$ cat src/rtl/fun_dispatch_if.sv
// fun_dispatch_if: groups the three handshakes around fun_dispatch.
//   in_*   operand pairs from a valid/ready source
//   fun_*  start/busy link to the fun core (result = a * cbrt(b))
//   out_*  results with per-op cycle count and error flag to a valid/ready sink
// Modports:
//   slave  - the dispatcher's view (fun_dispatch)
//   master - the surrounding environment (source, fun core, sink)
// Parameter CNT_W must match the dispatcher's CNT_W.
interface fun_dispatch_if #(
  parameter int CNT_W = 16
);
  logic             in_valid;
  logic             in_ready;
  logic [7:0]       in_a;
  logic [7:0]       in_b;
  logic [7:0]       fun_a;
  logic [7:0]       fun_b;
  logic             fun_start;
  logic             fun_busy;
  logic [10:0]      fun_result;
  logic             out_valid;
  logic             out_ready;
  logic [10:0]      out_result;
  logic [CNT_W-1:0] out_cycles;
  logic             out_err;

  modport slave (
    input  in_valid, in_a, in_b, fun_busy, fun_result, out_ready,
    output in_ready, fun_a, fun_b, fun_start, out_valid, out_result, out_cycles, out_err
  );

  modport master (
    output in_valid, in_a, in_b, fun_busy, fun_result, out_ready,
    input  in_ready, fun_a, fun_b, fun_start, out_valid, out_result, out_cycles, out_err
  );
endinterface

$ cat src/rtl/fun_dispatch.sv
// fun_dispatch: upstream sequencer for the fun core.
//   Buffers operand pairs in a DEPTH-entry FIFO, issues one fun_start pulse
//   per pair, waits for the core to drop busy, and returns the result with
//   the number of busy cycles seen in WAIT on a valid/ready sink.
// Ports:
//   clk   - rising-edge clock
//   rst   - asynchronous active-low reset (also resets the fun core)
//   bus   - fun_dispatch_if.slave: in_* source, fun_* core link, out_* sink
// Parameters:
//   DEPTH    FIFO entries, power of two, >= 2
//   CNT_W    out_cycles width, saturating
//   MAX_WAIT WAIT-state cycle limit (timeout build only)
// Build option:
//   FUN_TIMEOUT_EN - when defined, an op whose core stays busy for MAX_WAIT
//   counted WAIT cycles is aborted: out_err=1, out_result=0,
//   out_cycles=MAX_WAIT. When undefined, WAIT is unbounded and out_err=0.
module fun_dispatch #(
  parameter int DEPTH    = 4,
  parameter int CNT_W    = 16,
  parameter int MAX_WAIT = 2000
) (
  input  logic         clk,
  input  logic         rst,
  fun_dispatch_if.slave bus
);

  localparam int         AW       = (DEPTH > 1) ? $clog2(DEPTH) : 1;
  localparam logic [AW:0] FULL_OCC = (AW+1)'(DEPTH);

  // Value reported in out_cycles on a timeout, clamped to the counter range.
  localparam logic [CNT_W-1:0] TMO_CYC =
    (CNT_W < 31 && MAX_WAIT >= (1 << CNT_W)) ? {CNT_W{1'b1}} : CNT_W'(MAX_WAIT);

  localparam logic [2:0] S_IDLE  = 3'd0;
  localparam logic [2:0] S_START = 3'd1;
  localparam logic [2:0] S_ARM   = 3'd2;
  localparam logic [2:0] S_WAIT  = 3'd3;
  localparam logic [2:0] S_HOLD  = 3'd4;

  typedef struct packed {
    logic [7:0] a;
    logic [7:0] b;
  } pair_t;

  // ---------------------------------------------------------------- FIFO
  pair_t          mem [DEPTH];
  logic [AW-1:0]  wr_ptr, rd_ptr;
  logic [AW:0]    occ;
  logic           full, empty, push, pop;
  pair_t          head;

  logic [2:0]       state;
  logic [CNT_W-1:0] cnt_q;
  logic [7:0]       fa_q, fb_q;
  logic             ov_q;
  logic [10:0]      res_q;
  logic [CNT_W-1:0] cyc_q;
  logic             tmo_hit;

  assign full  = (occ == FULL_OCC);
  assign empty = (occ == '0);
  assign push  = bus.in_valid && !full;
  assign head  = mem[rd_ptr];

  // The head is consumed either from IDLE or in the same cycle a held result
  // is handed off, so back-to-back ops lose no cycle through IDLE.
  assign pop = !empty && ((state == S_IDLE) || (state == S_HOLD && bus.out_ready));

  // Storage needs no reset: occupancy decides what is valid.
  always_ff @(posedge clk) begin
    if (push) mem[wr_ptr] <= '{a: bus.in_a, b: bus.in_b};
  end

  // Pointers wrap naturally at AW bits because DEPTH is a power of two.
  always_ff @(posedge clk or negedge rst) begin
    if (!rst) begin
      wr_ptr <= '0;
      rd_ptr <= '0;
      occ    <= '0;
    end else begin
      if (push) wr_ptr <= wr_ptr + AW'(1);
      if (pop)  rd_ptr <= rd_ptr + AW'(1);
      case ({push, pop})
        2'b10:   occ <= occ + (AW+1)'(1);
        2'b01:   occ <= occ - (AW+1)'(1);
        default: ;
      endcase
    end
  end

  // ------------------------------------------------------------ timeout
`ifdef FUN_TIMEOUT_EN
  localparam int          TW       = $clog2(MAX_WAIT + 1);
  localparam logic [TW-1:0] TMO_LAST = TW'(MAX_WAIT - 1);

  logic [TW-1:0] tmo_q;
  logic          err_q;

  // Separate from cnt_q so the limit still works when MAX_WAIT exceeds the
  // saturating out_cycles range. Hit on the MAX_WAIT-th busy cycle.
  assign tmo_hit = (state == S_WAIT) && bus.fun_busy && (tmo_q == TMO_LAST);

  always_ff @(posedge clk or negedge rst) begin
    if (!rst) begin
      tmo_q <= '0;
      err_q <= 1'b0;
    end else if (state == S_ARM) begin
      tmo_q <= '0;
    end else if (state == S_WAIT) begin
      if (!bus.fun_busy)  err_q <= 1'b0;
      else if (tmo_hit)   err_q <= 1'b1;
      else                tmo_q <= tmo_q + TW'(1);
    end
  end

  assign bus.out_err = err_q;
`else
  assign tmo_hit     = 1'b0;
  assign bus.out_err = 1'b0;
`endif

  // ---------------------------------------------------------------- FSM
  always_ff @(posedge clk or negedge rst) begin
    if (!rst) begin
      state <= S_IDLE;
      fa_q  <= '0;
      fb_q  <= '0;
      cnt_q <= '0;
      ov_q  <= 1'b0;
      res_q <= '0;
      cyc_q <= '0;
    end else begin
      case (state)
        S_IDLE: begin
          if (!empty) begin
            fa_q  <= head.a;
            fb_q  <= head.b;
            state <= S_START;
          end
        end
        S_START: state <= S_ARM;
        // The core may raise busy one cycle after start, so busy is not
        // trusted here; the count starts clean in WAIT.
        S_ARM: begin
          cnt_q <= '0;
          state <= S_WAIT;
        end
        S_WAIT: begin
          if (!bus.fun_busy) begin
            res_q <= bus.fun_result;
            cyc_q <= cnt_q;
            ov_q  <= 1'b1;
            state <= S_HOLD;
          end else if (tmo_hit) begin
            res_q <= '0;
            cyc_q <= TMO_CYC;
            ov_q  <= 1'b1;
            state <= S_HOLD;
          end else if (cnt_q != {CNT_W{1'b1}}) begin
            cnt_q <= cnt_q + CNT_W'(1);
          end
        end
        S_HOLD: begin
          if (bus.out_ready) begin
            ov_q <= 1'b0;
            if (!empty) begin
              fa_q  <= head.a;
              fb_q  <= head.b;
              state <= S_START;
            end else begin
              state <= S_IDLE;
            end
          end
        end
        default: state <= S_IDLE;
      endcase
    end
  end

  assign bus.in_ready   = !full;
  assign bus.fun_a      = fa_q;
  assign bus.fun_b      = fb_q;
  assign bus.fun_start  = (state == S_START);
  assign bus.out_valid  = ov_q;
  assign bus.out_result = res_q;
  assign bus.out_cycles = cyc_q;

  // ------------------------------------------------------------- checks
  a_occ_bound: assert property (@(posedge clk) disable iff (!rst) occ <= FULL_OCC);
  a_start_pulse: assert property (@(posedge clk) disable iff (!rst)
    bus.fun_start |=> !bus.fun_start);

endmodule

$ cat src/flat_wrapper.sv
// flat-port wrapper written by rule: the top's interface ports become plain ports
module fun_dispatch_flat 
#(
  parameter int DEPTH    = 4,
  parameter int CNT_W    = 16,
  parameter int MAX_WAIT = 2000
)
  (clk, rst, bus_in_valid, bus_in_a, bus_in_b, bus_fun_busy, bus_fun_result, bus_out_ready, bus_in_ready, bus_fun_a, bus_fun_b, bus_fun_start, bus_out_valid, bus_out_result, bus_out_cycles, bus_out_err);
  fun_dispatch_if #(.CNT_W(CNT_W)) bus_i ();
  input  logic clk;
  input  logic rst;
  input wire logic [$bits(bus_i.in_valid)-1:0] bus_in_valid;
  input wire logic [$bits(bus_i.in_a)-1:0] bus_in_a;
  input wire logic [$bits(bus_i.in_b)-1:0] bus_in_b;
  input wire logic [$bits(bus_i.fun_busy)-1:0] bus_fun_busy;
  input wire logic [$bits(bus_i.fun_result)-1:0] bus_fun_result;
  input wire logic [$bits(bus_i.out_ready)-1:0] bus_out_ready;
  output wire logic [$bits(bus_i.in_ready)-1:0] bus_in_ready;
  output wire logic [$bits(bus_i.fun_a)-1:0] bus_fun_a;
  output wire logic [$bits(bus_i.fun_b)-1:0] bus_fun_b;
  output wire logic [$bits(bus_i.fun_start)-1:0] bus_fun_start;
  output wire logic [$bits(bus_i.out_valid)-1:0] bus_out_valid;
  output wire logic [$bits(bus_i.out_result)-1:0] bus_out_result;
  output wire logic [$bits(bus_i.out_cycles)-1:0] bus_out_cycles;
  output wire logic [$bits(bus_i.out_err)-1:0] bus_out_err;
  assign bus_i.in_valid = bus_in_valid;
  assign bus_i.in_a = bus_in_a;
  assign bus_i.in_b = bus_in_b;
  assign bus_i.fun_busy = bus_fun_busy;
  assign bus_i.fun_result = bus_fun_result;
  assign bus_i.out_ready = bus_out_ready;
  assign bus_in_ready = bus_i.in_ready;
  assign bus_fun_a = bus_i.fun_a;
  assign bus_fun_b = bus_i.fun_b;
  assign bus_fun_start = bus_i.fun_start;
  assign bus_out_valid = bus_i.out_valid;
  assign bus_out_result = bus_i.out_result;
  assign bus_out_cycles = bus_i.out_cycles;
  assign bus_out_err = bus_i.out_err;
  fun_dispatch #(.DEPTH(DEPTH), .CNT_W(CNT_W), .MAX_WAIT(MAX_WAIT)) u_core (.clk(clk), .rst(rst), .bus(bus_i));
endmodule
$ cat config.mk
export PLATFORM = sky130hd
export DESIGN_NAME = fun_dispatch_flat
export DESIGN_NICKNAME = d
export VERILOG_FILES = /design/src/rtl/fun_dispatch_if.sv /design/src/rtl/fun_dispatch.sv /design/src/flat_wrapper.sv
export SDC_FILE = /design/constraint.sdc
export NUM_CORES = 1
export LEC_CHECK = 0
export ABC_CLOCK_PERIOD_IN_PS = 3100
export CAP_MARGIN = 20
export CORE_UTILIZATION = 42
export CTS_CLUSTER_DIAMETER = 100
export DETAILED_ROUTE_END_ITERATION = 12
export PLACE_DENSITY = 0.72
export SYNTH_ARGS = -nofsm -noshare
export SYNTH_HDL_FRONTEND = slang
export SYNTH_SLANG_ARGS = --single-unit
$ cat constraint.sdc
create_clock -name clk -period 3.1 [get_ports clk]
set_input_delay 0.62 -clock clk [delete_from_list [all_inputs] [get_ports clk]]
set_output_delay 0.62 -clock clk [all_outputs]
set_load 0.02 [all_outputs]
==> results.yml <==
timing:
  grt_setup_unrepaired: "false"
  timing.clock.skew_ps: 6.04
  timing_worst_slew_pin_value_ps: 907
  report.final.setup_viol: 0
  report.final.hold_viol_count: 0
  min_period_over_period_pct: 79.1
  slew_violations: 0
  final.min_clock_period_ps: 2450
  final.setup.worst_slack_ps: 649
  setup_total_negative_slack_ps: 0
  max_freq_mhz: 408
  max_slew_margin_pct: 39.5
layout:
  seq_area_um2: 3670
  multi_input_area_um2: 1840
  n_antenna_cell: 0
  fin_nets: 499
  fill_cells: 1067
  postLayoutCellArea_um2: 7280
  finalCoreUtilization_pct: 55.2
  syn_to_final_growth_pct: 28.9
  final_layout_size_suffix_gt1_share_pct: 24.3
  final_cells: 649
detailed_routing:
  route.detailed.vias_per_inst: 5.44
  remaining_drc_errors: 0
  ant_nets: 0
  drt-initial-drc-count: 143
  detail_route.wirelength_um: 11100
  avgRoutedWirePerCell_um: 17.1
  detailroute.via_count: 3528
  detail_route.first_pass.iterations: 5
pwr:
  power.share.sequential_pct: 37.6
  cellPowerDensity_nw_per_um2: 974
  pwr-share-comb_pct: 31.2
  p_int_mw: 4.96
  power.switching_fraction_pct: 30.2
  worst_ir_drop_vdd_mv: 0.447
  pwr-share-clk_pct: 31.1
  cellLeakagePower_nw: 2.83
  switching_power_mw: 2.14
global_route:
  grt_first_pass_wirelength_um: 18800
  number_of_global_route_vias_before_repair: 3629
  overall_routing_resource_usage_pct: 17.9
  antenna_found_initial: 0
  grt_max_degree: 71
  grt_remaining_overflow: 0
yosys:
  netlist.top_cell.by_area: "sky130_fd_sc_hd__edfxtp_1"
  synthDominantCellAreaShare_pct: 34.0
  synthCells: 374
  count_of_warnings_emitted_by_yosys: 0
  post_synth_net_total: 413
  async_flop_share_pct: 52.2
  synth_ff_type: "sky130_fd_sc_hd__dfrtp_1"
  count_of_flip_flops_with_a_built_in_enable_after_synthesis: 64
  synth_top_area_cells: "sky130_fd_sc_hd__edfxtp_1, sky130_fd_sc_hd__dfrtp_1, sky130_fd_sc_hd__mux2_2, sky130_fd_sc_hd__mux4_2, sky130_fd_sc_hd__nand2_1"
  syn_area_um2: 5650
  yosysUniqueCellTypes: 51
  synth-seq-cells: 134
  synthTopCellsByCount: "sky130_fd_sc_hd__dfrtp_1, sky130_fd_sc_hd__edfxtp_1, sky130_fd_sc_hd__mux2_2"
  synth.avg_cell_area_um2: 15.1
  synthMostInstantiatedCell: "sky130_fd_sc_hd__dfrtp_1"
  ys_seq_area_share_pct: 65.0
floorplan:
  initial_standard_cell_utilization_of_the_core_pct: 42.9
  die_height_um: 118
  core_area_um2: 13200
  die_w_um: 118
  num_io_pins: 79
  core_rows: 42
  die_area_um2: 13900
cts:
  path_clk_slew_ps: 50
  numClockSinks: 134
  postCtsHoldBufs: 0
  cts_buffers: 17
  cts_max_path_buffers: 2
  cts-root-buf: "sky130_fd_sc_hd__clkbuf_16"
  clkLatencyLatePin_ps: 420
  post_cts_repair_timing_setup_buffer_count: 0
  cts_max_level: 4
  cts_resized: 0
  cts_tree: "built"
setup_path:
  end_kind: "output pin"
  reg2reg_slack_ps: 970
  setup.worst_path.class: "reg2out"
  critical_r2r_launch: "u_core.state[2]"
  critical_path.startpoint: "u_core.state[0]"
  sort_of_element_at_the_start_of_the_critical_path: "register"
  cp_data_required_time_ps: 2480
  critical_path_peak_fanout: 11
  worst_ep_arrival_time_ps: 1830
place:
  buffers_on_ports: 77
  hpwlAfterDp_um: 7030
  detailedPlace.worstSlack_ps: 507
  dpl_cell_area_um2: 6630
  gp_routability_congestion: 0.797
  dp.cells: 617
job:
  max_cap_violations: 0
status:
  status: "finished clean"
min_path:
  worstHoldPathType: "in2async"
## layout by cell type, fill, tap and decap left out, types with 6 or more instances in the layout
master | synthesis | final
sky130_fd_sc_hd__and3_1 | 10 | 10
sky130_fd_sc_hd__buf_4 | 2 | 13
sky130_fd_sc_hd__clkbuf_16 | 0 | 17
sky130_fd_sc_hd__clkdlybuf4s50_1 | 0 | 76
sky130_fd_sc_hd__dfrtp_1 | 70 | 70
sky130_fd_sc_hd__edfxtp_1 | 64 | 64
sky130_fd_sc_hd__ha_1 | 6 | 6
sky130_fd_sc_hd__inv_1 | 9 | 9
sky130_fd_sc_hd__mux2_2 | 44 | 44
sky130_fd_sc_hd__mux4_2 | 16 | 16
sky130_fd_sc_hd__nand2_1 | 23 | 23
sky130_fd_sc_hd__nand3_1 | 16 | 16
sky130_fd_sc_hd__nor2_1 | 7 | 7
sky130_fd_sc_hd__nor3_1 | 8 | 8
sky130_fd_sc_hd__o211ai_1 | 9 | 9
sky130_fd_sc_hd__o311ai_0 | 7 | 7
## cells by family after synthesis
family	share of synthesized area [%]
AND/OR/NAND/NOR	9.74
buffers and inverters	2.41
AO/OA/AOI/OAI	4.87
multiplexers	15.3
flip-flops	65.0
XOR/XNOR	0.930
other	0.0663
adder cells (fa/ha/maj)	1.68
## routing by layer
| layer | share of wire [%] | track usage [%] |
|---|---|---|
| met4 | 1.6 | 7.21 |
| met1 | 41 | 21.5 |
| met2 | 52 | 29.4 |
| met3 | 5.1 | 6.20 |
| met5 | 0 | 0 |
## path summary, 6_finish.rpt
| kind | endpoint | depth (start not counted) |
|---|---|---|
| max reg2reg | u_core.cnt_q[3] | 4 |
| min reg2reg | u_core.occ[2] | 1 |
| min in group clk | u_core.occ[2] | 1 |
| max | bus_fun_start | 3 |
| max in group asynchronous | u_core.bus.out_result[5] | 1 |
| min | u_core.bus.out_cycles[4] | 1 |
## flip-flops by register name, indices dropped and copies added, names as in the netlist
register / flops
u_core.rd_ptr: 2
u_core.bus.fun_b: 8
u_core.wr_ptr: 2
u_core.state: 3
u_core.mem: 64
u_core.occ: 3
u_core.bus.out_result: 11
u_core.bus.fun_a: 8
u_core.cnt_q: 16
u_core.bus.out_cycles: 16
u_core.bus.out_valid: 1
## critical path, stage by stage, from the launching register on
cell and delay (ps):
sky130_fd_sc_hd__dfrtp_1 550, sky130_fd_sc_hd__nand2b_1 130, sky130_fd_sc_hd__nor2_1 120, sky130_fd_sc_hd__clkdlybuf4s50_1 610
## layout make-up
| cell class | count | share of cell area (%) |
|---|---|---|
| Inverter | 9 | 0.464 |
| Clock buffer | 20 | 6.27 |
| Clock inverter | 12 | 2.73 |
| Tap cell | 176 | 3.02 |
| Sequential cell | 134 | 50.4 |
| Timing Repair Buffer | 89 | 11.8 |
| Multi-Input combinational cell | 209 | 25.3 |
## power by group through the flow
stage          logic, mW  clock network (mW)  registers [mW]
2_1_floorplan       1.23                   0            2.83
3_3_place_gp        2.17                   0            2.68
3_5_place_dp        2.23                   0            2.71
4_1_cts             2.26                2.25            2.68
5_1_grt             2.41                2.34            2.74
6_report            2.22                2.21            2.67
## per-stage QoR
stage | total power, mW | hold WS, ps
2_1_floorplan | 4.06 | 324
3_3_place_gp | 4.85 | 473
3_5_place_dp | 4.94 | 495
4_1_cts | 7.19 | 368
5_1_grt | 7.49 | 411
6_report | 7.10 | 338
Note: power is estimated with default switching activity, not from simulation.
